### config.mk
export PLATFORM = sky130hd
export DESIGN_NAME = mux_tree_pipe_flat
export DESIGN_NICKNAME = d
export VERILOG_FILES = /design/src/rtl/mux_pkg.sv /design/src/rtl/mux_tree_pipe_if.sv /design/src/rtl/mux2_w.sv /design/src/rtl/mux_tree_pipe.sv /design/src/flat_wrapper.sv
export SDC_FILE = /design/constraint.sdc
export NUM_CORES = 1
export LEC_CHECK = 0
export CORE_UTILIZATION = 50
export CTS_BUF_LIST = sky130_fd_sc_hd__clkbuf_4 sky130_fd_sc_hd__clkbuf_8 sky130_fd_sc_hd__clkbuf_16
export CTS_CLUSTER_SIZE = 12
export DETAILED_ROUTE_END_ITERATION = 8
export PLACE_DENSITY = 0.82
export RECOVER_POWER = 100
export SLEW_MARGIN = 20
export SYNTH_ARGS = -nofsm -noshare
export SYNTH_HDL_FRONTEND = slang
export SYNTH_SLANG_ARGS = --single-unit
### constraint.sdc
create_clock -name clk -period 1.85 [get_ports clk]
set_input_delay 0.37 -clock clk [delete_from_list [all_inputs] [get_ports clk]]
set_output_delay 0.37 -clock clk [all_outputs]
set_load 0.01 [all_outputs]
### src/rtl/mux_pkg.sv
// mux_pkg: shared defaults and elaboration helpers for the pipelined mux tree
package mux_pkg;
  localparam int DEF_WIDTH = 8;
  localparam int DEF_N_IN = 8;
  function automatic int clog2(input int n);
    int r;
    r = 0;
    while ((1 << r) < n) r++;
    return r;
  endfunction
  function automatic int slice_lo(input int k, input int w);
    return k * w;
  endfunction
endpackage

### src/rtl/mux_tree_pipe_if.sv
// mux_tree_pipe_if: valid/ready input and output channels of the mux tree pipe
interface mux_tree_pipe_if import mux_pkg::*; #(
  parameter int WIDTH = DEF_WIDTH,
  parameter int N_IN = DEF_N_IN,
  localparam int SEL_W = clog2(N_IN)
);
  logic in_valid;
  logic in_ready;
  logic [SEL_W-1:0] in_sel;
  logic [N_IN*WIDTH-1:0] in_data;
  logic out_valid;
  logic out_ready;
  logic [WIDTH-1:0] out_data;
  logic [SEL_W-1:0] out_sel;
  modport master (
    output in_valid, in_sel, in_data, out_ready,
    input in_ready, out_valid, out_data, out_sel
  );
  modport slave (
    input in_valid, in_sel, in_data, out_ready,
    output in_ready, out_valid, out_data, out_sel
  );
endinterface

### src/rtl/mux2_w.sv
// mux2_w: width-parametrised combinational 2:1 cell
module mux2_w #(
  parameter int WIDTH = 8
) (
  input  logic [WIDTH-1:0] a,
  input  logic [WIDTH-1:0] b,
  input  logic             sel,
  output logic [WIDTH-1:0] y
);
  assign y = sel ? b : a;
endmodule

### src/rtl/mux_tree_pipe.sv
// mux_tree_pipe: N_IN:1 binary mux tree with one register stage per level and valid/ready flow
module mux_tree_pipe import mux_pkg::*; #(
  parameter int WIDTH = DEF_WIDTH,
  parameter int N_IN = DEF_N_IN,
  localparam int SEL_W = clog2(N_IN)
) (
  input logic clk,
  input logic rst_n,
  mux_tree_pipe_if.slave bus
);
  logic stall;
  if (N_IN < 2 || (N_IN & (N_IN - 1)) != 0) begin : g_chk
    $error("mux_tree_pipe: N_IN must be a power of two >= 2");
  end
  assign stall = bus.out_valid & ~bus.out_ready;
  assign bus.in_ready = ~stall;
  for (genvar l = 0; l < SEL_W; l++) begin : g_lvl
    localparam int NO = N_IN >> (l + 1);
    logic [2*NO*WIDTH-1:0] src;
    logic [NO*WIDTH-1:0] mux;
    logic [NO*WIDTH-1:0] q;
    logic [SEL_W-1:0] ssrc;
    logic [SEL_W-1:0] sq;
    logic vsrc;
    logic vq;
    if (l == 0) begin : g_first
      assign src = bus.in_data;
      assign ssrc = bus.in_sel;
      assign vsrc = bus.in_valid;
    end else begin : g_next
      assign src = g_lvl[l-1].q;
      assign ssrc = g_lvl[l-1].sq;
      assign vsrc = g_lvl[l-1].vq;
    end
    for (genvar c = 0; c < NO; c++) begin : g_cell
      mux2_w #(.WIDTH(WIDTH)) u_mux (
        .a(src[slice_lo(2*c, WIDTH) +: WIDTH]),
        .b(src[slice_lo(2*c+1, WIDTH) +: WIDTH]),
        .sel(ssrc[l]),
        .y(mux[slice_lo(c, WIDTH) +: WIDTH])
      );
    end
    // Data registers clock even for invalid slots; only a stall freezes them.
    always_ff @(posedge clk or negedge rst_n)
      if (!rst_n) begin
        q <= '0;
        sq <= '0;
        vq <= 1'b0;
      end else if (!stall) begin
        q <= mux;
        sq <= ssrc;
        vq <= vsrc;
      end
  end
  assign bus.out_valid = g_lvl[SEL_W-1].vq;
  assign bus.out_data = g_lvl[SEL_W-1].q;
  assign bus.out_sel = g_lvl[SEL_W-1].sq;
endmodule
### src/flat_wrapper.sv
// flat-port wrapper written by rule: the top's interface ports become plain ports
module mux_tree_pipe_flat import mux_pkg::*;
#(
  parameter int WIDTH = DEF_WIDTH,
  parameter int N_IN = DEF_N_IN,
  localparam int SEL_W = clog2(N_IN)
)
  (clk, rst_n, bus_in_valid, bus_in_sel, bus_in_data, bus_out_ready, bus_in_ready, bus_out_valid, bus_out_data, bus_out_sel);
  mux_tree_pipe_if #(.WIDTH(WIDTH), .N_IN(N_IN)) bus_i ();
  input logic clk;
  input logic rst_n;
  input wire logic [$bits(bus_i.in_valid)-1:0] bus_in_valid;
  input wire logic [$bits(bus_i.in_sel)-1:0] bus_in_sel;
  input wire logic [$bits(bus_i.in_data)-1:0] bus_in_data;
  input wire logic [$bits(bus_i.out_ready)-1:0] bus_out_ready;
  output wire logic [$bits(bus_i.in_ready)-1:0] bus_in_ready;
  output wire logic [$bits(bus_i.out_valid)-1:0] bus_out_valid;
  output wire logic [$bits(bus_i.out_data)-1:0] bus_out_data;
  output wire logic [$bits(bus_i.out_sel)-1:0] bus_out_sel;
  assign bus_i.in_valid = bus_in_valid;
  assign bus_i.in_sel = bus_in_sel;
  assign bus_i.in_data = bus_in_data;
  assign bus_i.out_ready = bus_out_ready;
  assign bus_in_ready = bus_i.in_ready;
  assign bus_out_valid = bus_i.out_valid;
  assign bus_out_data = bus_i.out_data;
  assign bus_out_sel = bus_i.out_sel;
  mux_tree_pipe #(.WIDTH(WIDTH), .N_IN(N_IN)) u_core (.clk(clk), .rst_n(rst_n), .bus(bus_i));
endmodule
==> metrics.yaml <==
outcome: "complete, no violations"
cts_root_buf: "clkbuf_8"
grt_pass1_wl_um: 10180
p_per_area_mw_per_mm2: 1114
path_cells: "dlygate4sd3_1"
vdd_drop_max_mv: 0.4827
yosysTopAreaCellShare_pct: 47.84
post_cts_buffers: 0
ys_types: 10
design_area_mm2: 0.004491
finalSetupViolCount: 0
ys_ff_latch: 68
grt.total_usage_pct: 18.07
max-slew-margin-rel_pct: 51.44
rsz0062_at_grt: "no"
period_minus_slack_ns: 1.694
clkTransAtPathRegs_ns: 0.07
synth_nets: 279
max_cap_violations: 0
worst-path-buf-inv: 1
synth_top_area_cell: "dfrtp_1"
crit_path_max_fanout: 2
crit_path_start_kind: "flip-flop"
antenna_cells: 0
cp_slowest_stage_delay_ns: 0.62
coreArea_mm2: 0.006832
setup_tns_ns: 0
clockBufferDepth: 2
cts_tree: "yes"
syn_area_mm2: 0.003557
numCtsBuffers: 9
place.gp.congestion: 0.6807
grt-ovfl-total: 0
dp.cells: 380
cp_data_required_time_ns: 1.48
final_cells: 397
worst_slew_pin_slew_ns: 0.7284
fin_worst_skew_ns: 0.01014
fmax_mhz: 590.5
drt_wl_total_um: 5878
fin_total_pwr_mw: 5.001
grt_max_degree: 41
syn_to_final_growth_pct: 26.24
critPathCaptureType: "output pin"
htreeDepth: 3
drive_gt1_share_pct: 37.87
p_leak_nw: 1.947
synth.yosys.seq_area_share_pct: 47.84
clk-insertion-delay-late_ns: 0.33
drt_first_pass_iters: 3
dpl.hpwl_um: 4278
grt_pass1_vias: 2093
antenna_found_initial: 0
cp.arrival_ns: 1.32
critical_path_class: "flip-flop to output pin"
synthTopCellsByArea: "dfrtp_1, mux2_4, mux2_2"
die_height_um: 86.35
fillers: 542
start_util_pct: 52.07
post_dp_cell_area_mm2: 0.004442
cts_sinks: 68
slew_viol_final: 0
path_delay_family: "buffers and inverters"
vias: 1917
synth_area_per_cell_um2: 17.10
yosysWarnings: 0
hold_violations: 0
drtIter0Drc: 48
pin_count: 84
die_x_um: 86.35
io_buffers: 83
viasPerCell: 4.829
worstHoldPathType: "flip-flop to flip-flop"
post-route-period-util_pct: 91.54
fin_nets: 367
crit_slowest_cell: "dlygate4sd3_1"
dieArea_mm2: 0.007455
drc: 0
synth_cells: 208
drtAntennaViolNets: 0
drt-wirelength-per-cell_um: 14.81
rows: 30
[final timing paths]
check | startpoint | endpoint | slack, ns | depth (start not counted)
setup / recovery | u_core.bus.out_data[5]$_DFFE_PN0N_ | bus_out_data[5] | 0.16 | 1
hold / removal | u_core.g_lvl[1].vq$_DFFE_PN0N_ | u_core.bus.out_valid$_DFFE_PN0N_ | 0.47 | 1
setup reg to reg | u_core.bus.out_valid$_DFFE_PN0N_ | u_core.bus.out_data[7]$_DFFE_PN0N_ | 0.32 | 4
hold reg to reg | u_core.g_lvl[1].vq$_DFFE_PN0N_ | u_core.bus.out_valid$_DFFE_PN0N_ | 0.47 | 1
max in group asynchronous | rst_n | u_core.bus.out_data[7]$_DFFE_PN0N_ | 0.56 | 3
min in group asynchronous | rst_n | u_core.g_lvl[0].q[31]$_DFFE_PN0N_ | 0.62 | 2
[routing by layer]
metal	routed length, um	vias up	track usage [%]
met5	0	-	0
met4	77	0	6.364
met3	309	7	4.857
met2	2765	60	28.50
met1	2725	931	24.17
li1	-	919	-
[cell usage after synthesis, drive strengths merged]
library cell and n:
buf 15, nand2b 2, mux2 123, dfrtp 68
[state kept, by name (all words and copies together), names as in the netlist]
signal	count
u_core.g_lvl.q	48
u_core.g_lvl.sq	6
u_core.g_lvl.vq	2
u_core.bus.out_data	8
u_core.bus.out_valid	1
u_core.bus.out_sel	3
[layout make-up]
| class | instances | area [um^2] | share of cell area (%) |
|---|---|---|---|
| sequential | 68 | 1702 | 37.89 |
| clock buffer | 12 | 158.9 | 3.539 |
| multi-input combinational | 125 | 1551 | 34.55 |
| tap | 96 | 120.1 | 2.675 |
| timing repair buffer | 92 | 910.9 | 20.28 |
| clock inverter | 4 | 47.55 | 1.059 |
[cell usage in the layout, fill, tap and decap left out, drive strengths merged]
cell type	netlist	final
buf	15	6
mux2	123	123
dlygate4sd2	0	1
clkinvlp	0	1
clkinv	0	2
dlygate4sd3	0	13
clkbuf	0	16
dfrtp	68	68
nand2b	2	2
bufinv	0	1
clkdlybuf4s50	0	68
[cell families (layout without fill, tap and decap cells)]
logic type	after synthesis	after routing	synth area share (%)
AND/OR/NAND/NOR	2	2	0.5628
flip-flops	68	68	47.84
buffers and inverters	15	108	4.748
multiplexers	123	123	46.85
[timing repair]
action | in CTS | in global routing
endpoints found under the hold margin | 28 | 0
gates resized for setup | 1 | 0
endpoints found under the setup margin | 1 | 0
hold buffers | 1 | 0
[worst reg2reg max path: cells and delay by family, from the launching register on]
| kind | cells | cell delay, ns |
|---|---|---|
| simple gates | 1 | 0.12 |
| buf+inv | 2 | 0.50 |
| flops | 1 | 0.39 |
| mux | 1 | 0.40 |
[report_power, final]
part / internal (mW) / total, mW / switching, mW / leakage, nW
clock network: 0.707 / 1.24 / 0.529 / 0.106
registers: 1.96 / 2.22 / 0.264 / 0.791
logic: 1.03 / 1.54 / 0.517 / 1.05
total: 3.69 / 5.00 / 1.31 / 1.95
[metrics by stage]
| step | setup WS [ns] | hold WS [ns] | util (%) |
|---|---|---|---|
| final | 0.1564 | 0.4686 | 65.73 |
| after CTS | 0.1938 | 0.4684 | 68.17 |
| after detailed placement | -0.01252 | 0.3172 | 65.02 |
| after global placement | 0.004184 | 0.3139 | 65.02 |
| after floorplan | 0.5312 | 0.07441 | - |
| after global routing | 0.1063 | 0.4929 | 65.73 |
Note: power is estimated with default switching activity, not from simulation.
